`src/rtl/fifo_ctrl_pkg.sv`:
```
// Shared definitions for the FIFO read-side controllers.
// Holds the state encoding and the default FIFO word width.
package fifo_ctrl_pkg;

    localparam int DEF_DATA_WIDTH = 8;

    localparam logic [1:0] IDLE      = 2'b00;
    localparam logic [1:0] LAUNCH    = 2'b01;
    localparam logic [1:0] WAIT_BUSY = 2'b10;
    localparam logic [1:0] WAIT_DONE = 2'b11;

    typedef enum logic [1:0] {
        ST_IDLE      = IDLE,
        ST_LAUNCH    = LAUNCH,
        ST_WAIT_BUSY = WAIT_BUSY,
        ST_WAIT_DONE = WAIT_DONE
    } state_t;

endpackage

```
`src/rtl/fifo_tx_drain_ctrl.sv`:
```
// Drains the FIFO into UART_TX one word per frame; strobes appear one cycle after the IDLE decision edge.
// A new pop waits for EN, a non-empty FIFO and an idle UART; a TX that never goes busy is abandoned after BUSY_TIMEOUT cycles.
module fifo_tx_drain_ctrl
    import fifo_ctrl_pkg::*;
#(
    parameter int DATA_WIDTH   = DEF_DATA_WIDTH,
    parameter int BUSY_TIMEOUT = 4,
    parameter int CNT_WIDTH    = 16
) (
    input  logic                  clk,
    input  logic                  rst,
    input  logic                  en,
    input  logic                  clr_err,
    input  logic                  fifo_empty,
    input  logic [DATA_WIDTH-1:0] fifo_rd_data,
    input  logic                  uart_busy,
    output logic                  fifo_rd_inc,
    output logic [DATA_WIDTH-1:0] tx_p_data,
    output logic                  tx_data_valid,
    output logic [CNT_WIDTH-1:0]  tx_count,
    output logic                  timeout_err
);

    localparam int              TO_W     = $clog2(BUSY_TIMEOUT + 1);
    localparam logic [TO_W-1:0] TO_LIMIT = TO_W'(BUSY_TIMEOUT);

    state_t          state;
    state_t          state_nxt;
    logic [TO_W-1:0] to_cnt;
    logic [TO_W-1:0] to_cnt_inc;
    logic            launch;
    logic            to_expire;
    logic            frame_done;

    assign to_cnt_inc = to_cnt + TO_W'(1);

    always_ff @(posedge clk or negedge rst) begin
        if (!rst) begin
            state <= ST_IDLE;
        end else begin
            state <= state_nxt;
        end
    end

    always_comb begin
        state_nxt  = state;
        launch     = 1'b0;
        to_expire  = 1'b0;
        frame_done = 1'b0;
        case (state)
            ST_IDLE: begin
                if (en && !fifo_empty && !uart_busy) begin
                    launch    = 1'b1;
                    state_nxt = ST_LAUNCH;
                end
            end
            ST_LAUNCH: begin
                state_nxt = ST_WAIT_BUSY;
            end
            ST_WAIT_BUSY: begin
                if (uart_busy) begin
                    state_nxt = ST_WAIT_DONE;
                end else if (to_cnt_inc == TO_LIMIT) begin
                    // the popped word is dropped; nothing is counted for it
                    to_expire = 1'b1;
                    state_nxt = ST_IDLE;
                end
            end
            ST_WAIT_DONE: begin
                if (!uart_busy) begin
                    frame_done = 1'b1;
                    state_nxt  = ST_IDLE;
                end
            end
            default: begin
                state_nxt = ST_IDLE;
            end
        endcase
    end

    always_ff @(posedge clk or negedge rst) begin
        if (!rst) begin
            fifo_rd_inc   <= 1'b0;
            tx_data_valid <= 1'b0;
            tx_p_data     <= '0;
            tx_count      <= '0;
            timeout_err   <= 1'b0;
            to_cnt        <= '0;
        end else begin
            fifo_rd_inc   <= launch;
            tx_data_valid <= launch;
            // only the launch edge loads the word, so it holds for the whole frame
            if (launch) begin
                tx_p_data <= fifo_rd_data;
            end
            if (state == ST_LAUNCH) begin
                to_cnt <= '0;
            end else if (state == ST_WAIT_BUSY && !uart_busy) begin
                to_cnt <= to_cnt_inc;
            end
            if (frame_done) begin
                tx_count <= tx_count + CNT_WIDTH'(1);
            end
            if (to_expire) begin
                timeout_err <= 1'b1;
            end else if (clr_err) begin
                timeout_err <= 1'b0;
            end
        end
    end

endmodule

```
`config.mk`:
```
export PLATFORM = sky130hd
export DESIGN_NAME = fifo_tx_drain_ctrl
export DESIGN_NICKNAME = d
export VERILOG_FILES = /design/src/rtl/fifo_ctrl_pkg.sv /design/src/rtl/fifo_tx_drain_ctrl.sv
export SDC_FILE = /design/constraint.sdc
export NUM_CORES = 1
export LEC_CHECK = 0
export ABC_AREA = 1
export BUFFER_PORTS_ARGS = -buffer_cell sky130_fd_sc_hd__buf_2
export CORE_MARGIN = 3
export CORE_UTILIZATION = 51
export DETAILED_ROUTE_END_ITERATION = 10
export PLACE_DENSITY = 0.81
export SLEW_MARGIN = 20
export SYNTH_ARGS = -nofsm -noshare
export SYNTH_HDL_FRONTEND = slang
export SYNTH_SLANG_ARGS = --single-unit
```
`constraint.sdc`:
```
create_clock -name clk -period 1.8 [get_ports clk]
set_clock_uncertainty 0.15 [all_clocks]
set_input_delay 0.27 -clock clk [delete_from_list [all_inputs] [get_ports clk]]
set_output_delay 0.27 -clock clk [all_outputs]
set_load 0.01 [all_outputs]
```
-- Word-level counts from Yosys, hierarchy flattened
Cells that the tools add are included.
W data, S select, Z words.
- flip-flop bits (word level): 31
- bits of input ports: 14
- output and inout port bits: 27
- word-level logic and storage cells: 40
- add/subtract/negate cells: 2
- equality and inequality tests: 7
- multiplexer cells: 16
- reduce and logical (&&, ||, !) cells: 9
- operators by type and width (cell ; number):
    $add A16 B1 Y16 const B ; 1
    $mux W1 ; 9
    $mux W2 ; 4
    $pmux W2 S4 ; 1
    $mux W3 ; 2
    $eq A2 B2 Y1 const B ; 2
    $ne A2 B2 Y1 const B ; 2
    $reduce_bool A2 Y1 ; 2
    $add A3 B1 Y3 const B ; 1
    $eq A3 B3 Y1 const B ; 1
    $logic_and A1 B1 Y1 ; 3
    $ne A3 B3 Y1 const B ; 1
    $reduce_and A3 Y1 ; 1
    $eq A2 B1 Y1 const B ; 1
    $logic_not A1 Y1 ; 2
    $logic_not A2 Y1 ; 1

-- Depth between registers and ports, before layout
- depth after elaboration: 6
- gate-level depth with buffers: 8
- depth with buffers taken out: 8

-- Least setup slack after synthesis
No wires, ideal clock.
- kind: register to register
- start point: reg tx_count[0]
- end point: reg tx_count[6]
- library setup time: 118 ps
- data arrival time: 1144 ps
- data required time: 1532 ps
- slack: 388 ps
- cell stages (with the launch flop): 7
- path buffers: 0
- period minus slack after synthesis: 1412 ps
- cells stage by stage: dfrtp_1 > ha_1 > nand3_1 > nor2_2 > nand2_1 > xor2_1 > inv_1
- word-level cells in the longest chain between the ends: 1
- RTL lines (what ; RTL line ; source):
    start: declaration ; fifo_tx_drain_ctrl.sv:20 ; output logic [CNT_WIDTH-1:0] tx_count,
    start signal: assignment ; fifo_tx_drain_ctrl.sv:102 ; tx_count <= tx_count + CNT_WIDTH'(1);
    $add A16 B1 Y16 ; fifo_tx_drain_ctrl.sv:102 ;
No other way between the ends.
A chain may end at the register's enable or synchronous reset.

-- Worst setup path in the final report
Ends and elaborated chain as after synthesis.

==> impl_metrics.toml <==
[placement]
dp_cells = 247
dpl.hpwl_mm = 2.19
routabilityCongestion = 0.831
portBuffers = 40
dpl_cell_area_um2 = 1720

[clocking]
cts.path.max_buffers = 2
htree_levels = 2
postCtsHoldBufs = 10
cts_setup_buffers = 0
clk_pin_slew_worst_paths_ns = 0.10
insertion_delay_ns = 0.34
cts_tree = "yes"
cts_root_buf = "clkbuf_4"
cts_resized = 0
cts.sinks = 31
cts_made_buffers = 5

[floorplanning]
die-area_um2 = 3620
rows = 19
initial_utilization_pct = 53.8
num_io_pins = 41
die_x_um = 60.2
coreArea_um2 = 2780
dieHeight_um = 60.2

[final_layout]
antennaDiodeCount = 0
drive_above_1_share_pct = 23.9
final_common_cell = "nand2_1"
fill_cells = 232
areaGrowthSynthToFinish_pct = 26.0
instances_no_fill = 265
fin_nets = 250
finalInstanceArea_um2 = 1890
post-route-util_pct = 67.8
mostFrequentLayoutCells = "nand2_1, buf_2, dfrtp_1, inv_1, nor2_1"

[yosys]
ys_types = 22
syn_area_per_cell_um2 = 8.41
syn-cell-area_um2 = 1500
ys_warn_count = 0
yosys.area.top_type = "dfrtp_1"
yosys_register_bits = 31
synth_seq_area_share_pct = 51.8
syn_inst = 178
synth_nets = 195
ys_top_cells_by_area = "dfrtp_1, nand2_1, xnor2_1, nand3_1, inv_1"
synth_top_area_share_pct = 51.8

[power]
p_per_area_nw_per_um2 = 1130
p_leak_nw = 1.01
ir_drop_uv = 951

[routing]
finalWirelength_mm = 3.17
viasPerCell = 5.06
route.detailed.drc = 0
drt_iter0_drc = 86
drtPass1Iterations = 4
ant_nets = 0
via_count = 1342
wl_per_cell_um = 12.0

[timing]
fin_crit_ns = 1.50
worst_slew_pin_slew_ns = 0.673
hold_viol = 0
tns_ns = 0
setup_viol = 0
rsz0062_at_grt = "no"
worst_hold_slack_ns = 0.127
clock.fmax_ghz = 0.667
final_min_period_over_clock_period_pct = 83.3
timing.slew.headroom_pct = 55.1
finalMaxSlewViolations = 0

[critical_path]
endpoint_kind = "register"
r2r_cells = 6
cp.required_ns = 1.88
cp.arrival_ns = 1.58
cp-start-kind = "register"
worst-path-max-fanout = 5
reg2reg_to = "tx_count[6]$_DFFE_PN0P_"
rrSetupSlack_ns = 0.30
r2r_start = "tx_count[0]$_DFFE_PN0P_"
crit_type = "register to register"

[global_routing]
grtUsageTotal_pct = 21.2
grt_pass1_vias = 1306
grt_max_degree = 32
gr-total-overflow = 0
antenna_found_initial = 0
grt_pass1_wl_mm = 5.49

[min_path]
hold_path_class = "input port to register"
min_path_cells = 3
hold_end = "state[0]$_DFFE_PN0P_"
hold_start = "uart_busy"

[flow_run]
maxCapViolCount = 0

[outcome]
status = "finished, final reports clean"
## layer usage
metal | part of all wire (%) | GRT usage (%) | vias to the layer above | wire length [um]
li1 | - | - | 672 | -
met1 | 43 | 25.2 | 614 | 1350
met2 | 48 | 33.6 | 50 | 1530
met3 | 6.8 | 7.78 | 6 | 216
met4 | 2.0 | 10.1 | 0 | 64
met5 | 0 | 0 | - | 0
## metrics by stage
| step | setup slack [ns] | total power, mW |
|---|---|---|
| 2_1_floorplan | 0.388 | 1.44 |
| 3_3_place_gp | 0.353 | 1.63 |
| 3_5_place_dp | 0.317 | 1.66 |
| 4_1_cts | 0.294 | 2.15 |
| 5_1_grt | 0.114 | 2.30 |
| 6_report | 0.300 | 2.13 |
## worst max path at each step
stage,start,endpoint,slack [ns],cells past startpoint
floorplan,tx_count[0]$_DFFE_PN0P_,tx_count[6]$_DFFE_PN0P_,0.39,6
global placement,tx_count[0]$_DFFE_PN0P_,tx_count[6]$_DFFE_PN0P_,0.35,6
detailed placement,tx_count[0]$_DFFE_PN0P_,tx_count[6]$_DFFE_PN0P_,0.32,6
CTS,tx_count[0]$_DFFE_PN0P_,tx_count[6]$_DFFE_PN0P_,0.29,6
global route,tx_count[0]$_DFFE_PN0P_,tx_count[14]$_DFFE_PN0P_,0.11,8
finish,tx_count[0]$_DFFE_PN0P_,tx_count[6]$_DFFE_PN0P_,0.30,6
## power by group
group / internal [mW] / switching (mW)
combinational: 0.268 / 0.354
sequential: 0.870 / 0.166
clock: 0.230 / 0.241
total: 1.37 / 0.761
## critical path, cell delays in order, from the launching register on
cell and delay, ns:
dfrtp_1 0.45, ha_1 0.22, nand3_1 0.13, nor2_2 0.18
nand2_1 0.08, xor2_1 0.13, inv_1 0.05
## Yosys cell counts
cell and number:
nand3_1 12, nand3_2 1, nor2_2 2, nand2_1 69, o21ai_0 3, or2_2 1, a21oi_1 1, xnor2_1 7
ha_1 3, buf_6 1, nor2_1 13, o22ai_1 1, nor2_4 2, nand4_1 4, inv_1 15, nor3_1 1
nand2_2 2, buf_4 1, nand3b_1 4, dfrtp_1 31, xor2_1 3, inv_2 1
## sequential cells by signal, summed over array words and instances, names as in the netlist
register and cells:
tx_count 16, timeout_err 1, tx_data_valid 1, to_cnt 3, state 2, tx_p_data 8
## kinds of logic (layout without fill, tap and decap cells)
| group | Yosys count | after routing | share of synthesized area, % |
|---|---|---|---|
| xor+xnor | 10 | 10 | 5.85 |
| simple gates | 111 | 111 | 32.8 |
| compound gates | 5 | 5 | 1.75 |
| buf+inv | 18 | 74 | 5.26 |
| flops | 31 | 31 | 51.8 |
| fa+ha+maj | 3 | 3 | 2.51 |
## layout make-up
type	count	area, um2	area share [%]
repair buffers	50	300	15.9
well taps	31	38.8	2.06
clock buffers	8	68.8	3.65
multi-input cells	129	643	34.1
inverters	16	60.1	3.18
flip-flops and latches	31	776	41.1
Note: power is estimated with default switching activity, not from simulation.
